[src/rtl/control_fsm.sv]
// Multi-cycle LEGv8 control sequencer: decodes instruction[31:21] and walks the datapath through
// FETCH/DECODE/EXEC/MEM/WB/BR, trapping on illegal opcodes or memory timeouts. Optional: CTRL_PERF_EN.
module control_fsm #(
  parameter int unsigned MEM_TIMEOUT = 15
) (
  input  logic        clk,
  input  logic        rst,
  input  logic [31:0] instruction,
  input  logic        Z,
  input  logic        mem_ready,
  output logic        rstPC,
  output logic        wPC,
  output logic        ir_load,
  output logic        regMux_selector,
  output logic        wRegbank,
  output logic        aluMUX_selector,
  output logic [3:0]  opAlu,
  output logic        jumpMUX_selector,
  output logic        readMem,
  output logic        writeMem,
  output logic        Mem_selector,
  output logic        illegal,
`ifdef CTRL_PERF_EN
  output logic [31:0] cycle_cnt,
  output logic [31:0] retired_cnt,
`endif
  output logic [2:0]  state_dbg
);

  typedef enum logic [2:0] {
    S_RST, S_FETCH, S_DECODE, S_EXEC, S_MEM, S_WB, S_BR, S_TRAP
  } state_t;

  typedef enum logic [2:0] {
    OP_ADD, OP_SUB, OP_AND, OP_ORR, OP_LDUR, OP_STUR, OP_CBZ, OP_B
  } op_t;

  localparam logic [7:0] TIMEOUT_LAST = 8'(MEM_TIMEOUT - 1);

  state_t     state_q, state_d;
  op_t        op_q, op_d, dec_op, cur_op;
  logic       dec_ok;
  logic [7:0] cnt_q, cnt_d;
  logic       illegal_q, illegal_d;
  logic       sel_active;
  logic       unused_fields;

  assign unused_fields = ^instruction[20:0];

  always_comb begin
    dec_ok = 1'b1;
    dec_op = OP_ADD;
    if      (instruction[31:21] == 11'b10001011000) dec_op = OP_ADD;
    else if (instruction[31:21] == 11'b11001011000) dec_op = OP_SUB;
    else if (instruction[31:21] == 11'b10001010000) dec_op = OP_AND;
    else if (instruction[31:21] == 11'b10101010000) dec_op = OP_ORR;
    else if (instruction[31:21] == 11'b11111000010) dec_op = OP_LDUR;
    else if (instruction[31:21] == 11'b11111000000) dec_op = OP_STUR;
    else if (instruction[31:24] == 8'b10110100)     dec_op = OP_CBZ;
    else if (instruction[31:26] == 6'b000101)       dec_op = OP_B;
    else                                            dec_ok = 1'b0;
  end

  // The instruction word is only trusted during DECODE; later states use the latched class.
  assign cur_op = (state_q == S_DECODE) ? dec_op : op_q;
  assign op_d   = (state_q == S_DECODE) ? dec_op : op_q;

  always_comb begin
    state_d = state_q;
    cnt_d   = 8'd0;
    unique case (state_q)
      S_RST:    state_d = S_FETCH;
      S_FETCH:  state_d = S_DECODE;
      S_DECODE: begin
        if (!dec_ok)              state_d = S_TRAP;
        else if (dec_op == OP_B)  state_d = S_BR;
        else                      state_d = S_EXEC;
      end
      S_EXEC: begin
        if (op_q == OP_LDUR || op_q == OP_STUR) state_d = S_MEM;
        else if (op_q == OP_CBZ)                state_d = S_BR;
        else                                    state_d = S_WB;
      end
      S_MEM: begin
        // mem_ready in the last allowed cycle still completes the access
        if (mem_ready)                  state_d = (op_q == OP_LDUR) ? S_WB : S_FETCH;
        else if (cnt_q == TIMEOUT_LAST) state_d = S_TRAP;
        else                            cnt_d   = cnt_q + 8'd1;
      end
      S_WB:     state_d = S_FETCH;
      S_BR:     state_d = S_FETCH;
      S_TRAP:   state_d = S_TRAP;
      default:  state_d = S_RST;
    endcase
    if (rst) begin
      state_d = S_RST;
      cnt_d   = 8'd0;
    end
  end

  assign illegal_d = (state_d == S_TRAP) || (illegal_q && !rst);

  always_ff @(posedge clk) begin
    if (rst) begin
      state_q   <= S_RST;
      op_q      <= OP_ADD;
      cnt_q     <= 8'd0;
      illegal_q <= 1'b0;
    end else begin
      state_q   <= state_d;
      op_q      <= op_d;
      cnt_q     <= cnt_d;
      illegal_q <= illegal_d;
    end
  end

  always_comb begin
    sel_active       = (state_q == S_EXEC) || (state_q == S_MEM) || (state_q == S_WB) ||
                       (state_q == S_BR) || (state_q == S_DECODE && dec_ok);
    rstPC            = (state_q == S_RST);
    ir_load          = (state_q == S_FETCH);
    regMux_selector  = sel_active && (cur_op == OP_CBZ || cur_op == OP_STUR);
    aluMUX_selector  = sel_active && (cur_op == OP_LDUR || cur_op == OP_STUR);
    Mem_selector     = sel_active && (cur_op == OP_LDUR);
    opAlu            = 4'b0000;
    if (sel_active) begin
      unique case (cur_op)
        OP_SUB:           opAlu = 4'b0110;
        OP_AND, OP_B:     opAlu = 4'b0000;
        OP_ORR:           opAlu = 4'b0001;
        OP_CBZ:           opAlu = 4'b0111;
        default:          opAlu = 4'b0010;
      endcase
    end
    jumpMUX_selector = (state_q == S_BR) && (op_q == OP_B || (op_q == OP_CBZ && Z));
    readMem          = (state_q == S_MEM) && (op_q == OP_LDUR);
    writeMem         = (state_q == S_MEM) && (op_q == OP_STUR);
    // A reset arriving mid-instruction must not let the instruction retire.
    wRegbank         = !rst && (state_q == S_WB);
    wPC              = !rst && ((state_q == S_WB) || (state_q == S_BR) ||
                                (writeMem && mem_ready));
    illegal          = illegal_q;
    state_dbg        = state_q;
  end

`ifdef CTRL_PERF_EN
  logic [31:0] cycle_cnt_q, cycle_cnt_d, retired_cnt_q, retired_cnt_d;

  always_comb begin
    cycle_cnt_d   = cycle_cnt_q + ((state_q != S_RST) ? 32'd1 : 32'd0);
    retired_cnt_d = retired_cnt_q + (wPC ? 32'd1 : 32'd0);
  end

  always_ff @(posedge clk) begin
    if (rst) begin
      cycle_cnt_q   <= 32'd0;
      retired_cnt_q <= 32'd0;
    end else begin
      cycle_cnt_q   <= cycle_cnt_d;
      retired_cnt_q <= retired_cnt_d;
    end
  end

  assign cycle_cnt   = cycle_cnt_q;
  assign retired_cnt = retired_cnt_q;
`endif

endmodule

[config.mk]
export PLATFORM = sky130hd
export DESIGN_NAME = control_fsm
export DESIGN_NICKNAME = d
export VERILOG_FILES = /design/src/rtl/control_fsm.sv
export SDC_FILE = /design/constraint.sdc
export NUM_CORES = 1
export LEC_CHECK = 0
export BUFFER_PORTS_ARGS = -buffer_cell sky130_fd_sc_hd__buf_4
export CORE_UTILIZATION = 48
export DETAILED_ROUTE_END_ITERATION = 10
export PLACE_DENSITY = 0.93
export SLEW_MARGIN = 20
export SYNTH_ARGS = -nofsm -noshare
export SYNTH_HDL_FRONTEND = slang
export SYNTH_SLANG_ARGS = --single-unit
[constraint.sdc]
create_clock -name clk -period 3.2 [get_ports clk]
set_input_delay 0.32 -clock clk [delete_from_list [all_inputs] [get_ports clk]]
set_output_delay 0.32 -clock clk [all_outputs]
set_load 0.02 [all_outputs]
==> flow_summary.ini, run 1 <==
[run_status]
status = finished clean

[clock_tree]
cts_buffers = 3
root_buffer = clkbuf_4
clockBufferDepth = 2
htreeDepth = 1
cts_tree = done
clkSinkCount = 15
path_clk_slew_ns = 0.08
cts_resized = 0
insertion_delay_ns = 0.28
post-cts-setup-buffers = 0
cts_hold_buf = 0

[finish]
fillers = 169
layout.nets = 200
syn2layout_area_growth_pct = 23.19
layout-drive-gt1-share = 0.2857
fin_cells = 188
multi_input_area_um2 = 714.4
regArea_um2 = 300.3
diodes = 0

[floorplan]
die_width_um = 49.29
io_pins = 54
die_y_um = 49.29
fp.dieArea_mm2 = 0.002430
start_util = 0.5309
core.rowCount = 16
coreArea_mm2 = 0.002022

[min_path]
hp-class = input pin to register

[sta]
setup-tns-final_ns = 0
slew_headroom = 0.5861
finalSetupViolations = 0
worst-slew-pin-transition_ns = 0.6200
min_period_ns = 2.678
drv_slew = 0
holdWs_ns = 0.2616
fin_skew_ns = 0.004159
finalHoldViolCount = 0
max_freq_ghz = 0.3735
fin_crit_sh = 0.8368
grt_setup_unrepaired = no

[critical_path]
criticalPathCategory = register to output port
critPathMaxFanout = 13
startpoint_type = register
cp_common_cell = nand2_1
cp.required_ns = 2.88
crit_path_cell_trace = nand2b_1, nor2_4, nand2_1, o32ai_2, nand2_1, a21boi_1, buf_4
cpPeakStageDelay_ns = 0.62
cp-end-kind = output port
cp.arrival_ns = 2.36
slowest_stage = dfxtp_1

[global_route]
overflow = 0
grt_max_degree = 18
antenna_found_initial = 0
grt_pass1_vias = 1000
grt_pass1_wl_mm = 4.126
track_usage = 0.2129

[yosys]
synthTopCellsByArea = dfxtp_1 (28%), nor2_1 (5.9%), xor2_1 (4.9%)
synth_edf_count = 0
synth.distinct_cells = 46
synth.largest_area_cell = dfxtp_1
ys_ff_latch = 15
synth-seq-area-share = 0.2797
synthFlopType = dfxtp_1
synth_area_per_cell_um2 = 8.195
ys_warn_count = 0
synthArstFlopShare = 0
syn_inst = 131
syn_area_mm2 = 0.001074
synth_top_area_share = 0.2797
synthesis.nets = 169

[power]
total_power_w = 0.0004646
p_leak_nw = 0.5056
powerDensity_mw_per_mm2 = 351.3
ir_worst_vdd_uv = 338.0

[place]
gp_congestion = 0.9412
place_hpwl_mm = 1.897
port_buffers = 31
place_inst = 184

[drt]
first_iter_violations = 20
firstDrtPassIters = 4
vias = 1072
wl_mm = 2.366
avgRoutedWirePerCell_um = 12.59
viasPerCell = 5.702
drc = 0
drt.antenna.violating_nets = 0

[job]
drv_cap = 0
==> worst paths after layout <==
path,from,to,slack [ns],cells after the start
setup / recovery,state_dbg[1],opAlu[1],0.52,7
hold / removal,rst,state_dbg[1],0.26,2
setup reg to reg,state_dbg[1],op_q[0],1.42,5
hold reg to reg,illegal,illegal,0.47,2
==> stage by stage <==
| step | setup WS, ns | area, um^2 | utilization |
|---|---|---|---|
| 2_1_floorplan | 1.040 | 1074 | - |
| 3_3_place_gp | 0.9131 | 1296 | 0.6411 |
| 3_5_place_dp | 0.8746 | 1296 | 0.6411 |
| 4_1_cts | 0.5525 | 1323 | 0.6541 |
| 5_1_grt | 0.3488 | 1323 | 0.6541 |
| 6_report | 0.5224 | 1323 | 0.6541 |
==> area by class of cell <==
cell class,count,area share
multi-input cells,107,0.5402
flip-flops and latches,15,0.2271
repair buffers,31,0.1760
well taps,27,0.02554
clock buffers,4,0.01987
inverters,4,0.01135
==> logic make-up after synthesis <==
logic type | count (synthesis) | synth area share
buffers and inverters | 9 | 0.05477
muxes | 2 | 0.02098
DFF | 15 | 0.2797
AOI/OAI and AO/OA | 27 | 0.1923
adders and majority gates | 2 | 0.02331
xor gates and xnor gates | 7 | 0.05711
other | 1 | 0.003493
and+or+nand+nor | 68 | 0.3683
==> layout by cell type (no fill, tap or decap), types with 4 or more instances in the layout <==
| cell type | instances |
|---|---|
| buf_4 | 31 |
| nor2_1 | 17 |
| dfxtp_1 | 15 |
| nand2_1 | 13 |
| a21oi_1 | 6 |
| xor2_1 | 6 |
| inv_1 | 4 |
| nand3_1 | 4 |
| nor2b_1 | 4 |
| nor3b_1 | 4 |
==> routing by layer <==
metal  global-route usage  share of wire  wire length, um
met5                    0              0                0
met3              0.02804          0.050              119
met2               0.3744           0.49             1151
met4              0.09804          0.026               61
met1               0.2524           0.44             1033
==> state kept, by name, indices dropped and copies added (netlist names) <==
name,cells
illegal,1
state_dbg,3
op_q,3
cnt_q,8
==> worst max-delay path: cells and delay by family, from the launching register on <==
kind,cells,cell delay [ns]
compound gates,2,0.66
simple gates,4,0.63
flops,1,0.62
buf+inv,1,0.16
==> cells in the mapped netlist, drive strengths merged (3+ instances only) <==
library cell and count:
nor3 3, a21oi 6, buf 3, inv 4
nor3b 4, xor2 6, nor2 18, nand3 4
o21ai 5, nand2 13, nor2b 4, dfxtp 15
and2 3
==> power breakdown <==
| group | internal (W) | switching [W] | leakage [nW] |
|---|---|---|---|
| logic | 0.0000686 | 0.0000717 | 0.369 |
| clock network | 0.0000485 | 0.0000579 | 0.0150 |
| registers | 0.000195 | 0.0000233 | 0.122 |
Note: power is estimated with default switching activity, not from simulation.
==> inputs of run 2 (changes only) <==
- CORE_UTILIZATION: 48 -> 41
- PLACE_DENSITY: 0.93 -> 0.85
- clock period: 3.2 -> 2.25 ns (I/O delays scaled with it)
==> run 2 against run 1 <==
  * Non-clock buffer count up 3
  * Clock skew decreased by 0.0035 ns
  * Clock-buffer cell count did not move
  * Sequential power increased by 33%
  * Global-route usage shrank 2.3 points
  * First-iteration DRC count shrank 40%
  * Worst setup slack lost 0.43 ns
  * Sequential cell count unchanged
  * Critical path type unchanged
==> flow_summary.ini, run 2 (synthesized netlist as in run 1, its figures left out) <==
[place]
gp_congestion = 0.8415
port_buffers = 31
place_hpwl_mm = 1.908

[global_route]
grt_max_degree = 14
grt_pass1_vias = 923
track_usage = 0.1903
overflow = 0
antenna_found_initial = 0
grt_pass1_wl_mm = 3.850

[drt]
vias = 1038
drt.antenna.violating_nets = 0
avgRoutedWirePerCell_um = 12.74
wl_mm = 2.472
firstDrtPassIters = 3
first_iter_violations = 12
drc = 0
viasPerCell = 5.351

[clock_tree]
clkSinkCount = 15
root_buffer = clkbuf_4
cts_tree = done
cts_hold_buf = 0
post-cts-setup-buffers = 0
path_clk_slew_ns = 0.08
insertion_delay_ns = 0.28
cts_buffers = 3
htreeDepth = 1
clockBufferDepth = 2

[critical_path]
ff2ff_path_depth = 4
crit_start = state_dbg[2]
rr_startpoint = state_dbg[0]
criticalPathCategory = register to output port
startpoint_type = register
rrSetupSlack_ns = 0.65
r2r_end = cnt_q[7]
cp-end-kind = output port
critPathMaxFanout = 8
cp.required_ns = 2.03
cp.arrival_ns = 1.93
endpoint = opAlu[2]

[floorplan]
fp.dieArea_mm2 = 0.002827
core.rowCount = 18
die_y_um = 53.17
start_util = 0.4333
die_width_um = 53.17
io_pins = 54
coreArea_mm2 = 0.002477

[power]
ir_worst_vdd_uv = 466.2
p_leak_nw = 0.5250
powerDensity_mw_per_mm2 = 498.3

[finish]
syn2layout_area_growth_pct = 27.39
largest_reg_flops = 8
final_common_cell = buf_4
layout-drive-gt1-share = 0.3049
diodes = 0
final_cell_mix = buf_4 (34), nor2_1 (17), dfxtp_1 (15)
layout.nets = 203
top_register = cnt_q

[sta]
min_period_ns = 2.156
grt_setup_unrepaired = no
fin_crit_sh = 0.9582
fin_skew_ns = 0.0006484
finalHoldViolCount = 0
finalSetupViolations = 0
max_freq_ghz = 0.4638
drv_slew = 0
holdWs_ns = 0.1839
setup-tns-final_ns = 0

[min_path]
hp-class = input pin to register

[run_status]
status = finished clean

[job]
drv_cap = 0
[run 2: changes by cell type in the layout (fill, tap and decap cells not counted)]
cell and delta:
nand2b_4 +1, o32ai_4 +1, o32ai_2 -1, nand2b_1 -1
buf_4 +3
[run 2: routing by layer]
layer | vias to the layer above | global-route usage | part of all wire
met5 | - | 0 | 0
met4 | 0 | 0.09211 | 0.018
met3 | 5 | 0.03736 | 0.042
met2 | 19 | 0.3397 | 0.49
met1 | 478 | 0.2124 | 0.45
li1 | 536 | - | -
[run 2: worst min path at each step]
stage,startpoint,endpoint,depth (start not counted)
detailed placement,illegal,illegal,2
floorplan,cnt_q[0],cnt_q[0],1
CTS,rst,op_q[2],2
global placement,illegal,illegal,2
global route,rst,state_dbg[1],2
finish,rst,op_q[2],2
[run 2: area by class of cell]
class	instances	area, um^2
fill	245	1110
clock buffer	4	26.28
inverter	4	15.01
multi-input combinational	107	733.2
timing repair buffer	34	255.2
sequential	15	300.3
tap	30	37.54
[run 2: metrics by stage]
stage	utilization	worst slack, ns	instances	instance area (um^2)	power (W)
floorplan	-	0.1846	131	1074	0.0004502
global placement	0.5338	0.2949	190	1323	0.0005196
detailed placement	0.5338	0.1979	190	1323	0.0005249
CTS	0.5455	0.01112	194	1351	0.0006750
global route	0.5520	0.01828	194	1368	0.0007173
finish	0.5520	0.09398	194	1368	0.0006815
[run 2: worst max-delay path, stage by stage (launching register included)]
cell and delay (ns):
dfxtp_1 0.32, nand2b_4 0.16, or2_4 0.24, a21o_4 0.25, or3_1 0.38, a21boi_1 0.15, buf_4 0.15
[run 2: power breakdown]
group / total (W) / internal, W / switching [W] / leakage (nW)
Combinational: 0.000239 / 0.000112 / 0.000127 / 0.388
Clock: 0.000153 / 0.0000690 / 0.0000836 / 0.0150
Sequential: 0.000290 / 0.000277 / 0.0000128 / 0.122
Total: 0.000681 / 0.000458 / 0.000223 / 0.525
[run 2: repair_timing]
action,CTS,global route
gates resized for setup,1,2
pin swaps,0,1
endpoints found under the setup margin,2,4
==> inputs of run 3 (changes only) <==
- RECOVER_POWER: unset -> 100
==> run 3 against run 2 <==
  * Worst setup slack got worse by 0.0077 ns
  * Hold slack barely moved
  * Critical path depth did not move
  * Register-to-register slack got worse by 0.18 ns
  * Sequential cell count did not move
  * Power fell by 2.1%
  * Maximum frequency fell by 0.36%
  * Design area fell by 3.6%
  * Non-clock buffer count did not move
  * Critical path type unchanged
==> flow_summary.ini, run 3 (synthesized netlist as in run 1, its figures left out) <==
[drt]
viasPerCell = 5.407
vias = 1049
wl_mm = 2.485
first_iter_violations = 6
drt.antenna.violating_nets = 0
drc = 0
firstDrtPassIters = 4
avgRoutedWirePerCell_um = 12.81

[global_route]
track_usage = 0.1903
overflow = 0
grt_max_degree = 14
grt_pass1_wl_mm = 3.850
antenna_found_initial = 0
grt_pass1_vias = 923

[finish]
largest_reg_flops = 8
final_common_cell = buf_4
syn2layout_area_growth_pct = 22.84
diodes = 0
final_cell_mix = buf_4 (23), nor2_1 (17), dfxtp_1 (15)
top_register = cnt_q
layout.nets = 203
layout-drive-gt1-share = 0.2500

[clock_tree]
cts_buffers = 3
root_buffer = clkbuf_4
path_clk_slew_ns = 0.08
clkSinkCount = 15
insertion_delay_ns = 0.28
post-cts-setup-buffers = 0
cts_tree = done
htreeDepth = 1
clockBufferDepth = 2
cts_hold_buf = 0

[critical_path]
cp.required_ns = 2.03
critPathMaxFanout = 8
rr_startpoint = state_dbg[0]
criticalPathCategory = register to output port
rrSetupSlack_ns = 0.47
ff2ff_path_depth = 5
cp-end-kind = output port
startpoint_type = register
r2r_end = illegal
cp.arrival_ns = 1.94

[floorplan]
fp.dieArea_mm2 = 0.002827
die_width_um = 53.17
start_util = 0.4333
core.rowCount = 18
io_pins = 54
coreArea_mm2 = 0.002477
die_y_um = 53.17

[sta]
slew_headroom = 0.5986
setup-tns-final_ns = 0
max_freq_ghz = 0.4622
finalSetupViolations = 0
fin_skew_ns = 0.002438
min_period_ns = 2.164
fin_crit_sh = 0.9617
worst-slew-pin-transition_ns = 0.5870
holdWs_ns = 0.1841
grt_setup_unrepaired = no
drv_slew = 0
finalHoldViolCount = 0

[place]
place_hpwl_mm = 1.908
port_buffers = 31
gp_congestion = 0.8415

[power]
comb_power_share = 0.338
total_power_w = 0.0006668
p_leak_nw = 0.4870
clkPwrFrac = 0.228
sw_frac_of_total = 0.3306
seqPwrFrac = 0.435
ir_worst_vdd_uv = 459.1
intPower_w = 0.0004464
powerDensity_mw_per_mm2 = 505.6
p_switching_w = 0.0002205

[min_path]
hold-path-endpoint = op_q[2]
hold_path.startpoint = rst
hp-class = input pin to register
holdPathStages = 2

[run_status]
status = finished clean

[job]
drv_cap = 0
## run 3: cell types whose count changed in the layout (fill, tap and decap cells not counted), sizes merged
cell / before / now
buf: 34 / 24
clkbuf: 4 / 14
## run 3: how the worst max path moves through the flow
| stage | from | end |
|---|---|---|
| 2_1_floorplan | state_dbg[1] | opAlu[2] |
| 3_3_place_gp | instruction[26] | opAlu[2] |
| 3_5_place_dp | instruction[26] | opAlu[2] |
| 4_1_cts | state_dbg[2] | opAlu[2] |
| 5_1_grt | state_dbg[2] | opAlu[2] |
| 6_report | state_dbg[2] | opAlu[2] |
## run 3: routing by layer
metal,wire (um),GRT usage
met4,47,0.09211
met3,120,0.03736
met5,0,0
met2,1236,0.3397
met1,1080,0.2124
## run 3: critical path: stages (launching register included)
cell,delay (ns)
dfxtp_1,0.31
nand2b_4,0.16
or2_4,0.24
a21o_4,0.25
or3_1,0.38
a21boi_1,0.14
buf_2,0.17
## run 3: power groups by stage
stage	Combinational, W	Sequential, W	Clock [W]
after global placement	0.000226	0.000293	0
after global routing	0.000245	0.000292	0.000166
final	0.000225	0.000290	0.000152
after floorplan	0.000143	0.000307	0
after CTS	0.000233	0.000288	0.000154
after detailed placement	0.000231	0.000294	0
## run 3: per-stage QoR
step                      instance area (um^2)  worst slack (ns)  instances  utilization
after floorplan                           1074            0.1846        131            -
after global placement                    1323            0.2949        190       0.5338
after detailed placement                  1323            0.1979        190       0.5338
after CTS                                 1351           0.01112        194       0.5455
after global routing                      1319           0.01141        194       0.5323
final                                     1319           0.08623        194       0.5323
## run 3: timing repair
action,4_1_cts,5_1_grt
resized for setup,1,2
pin swaps,0,1
setup endpoints to repair,2,4
## run 3: area by class of cell
class	instances	area [um^2]
well taps	30	37.54
repair buffers	34	219.0
fillers	254	1159
inverters	4	15.01
multi-input cells	107	720.7
clock buffers	4	26.28
flip-flops and latches	15	300.3
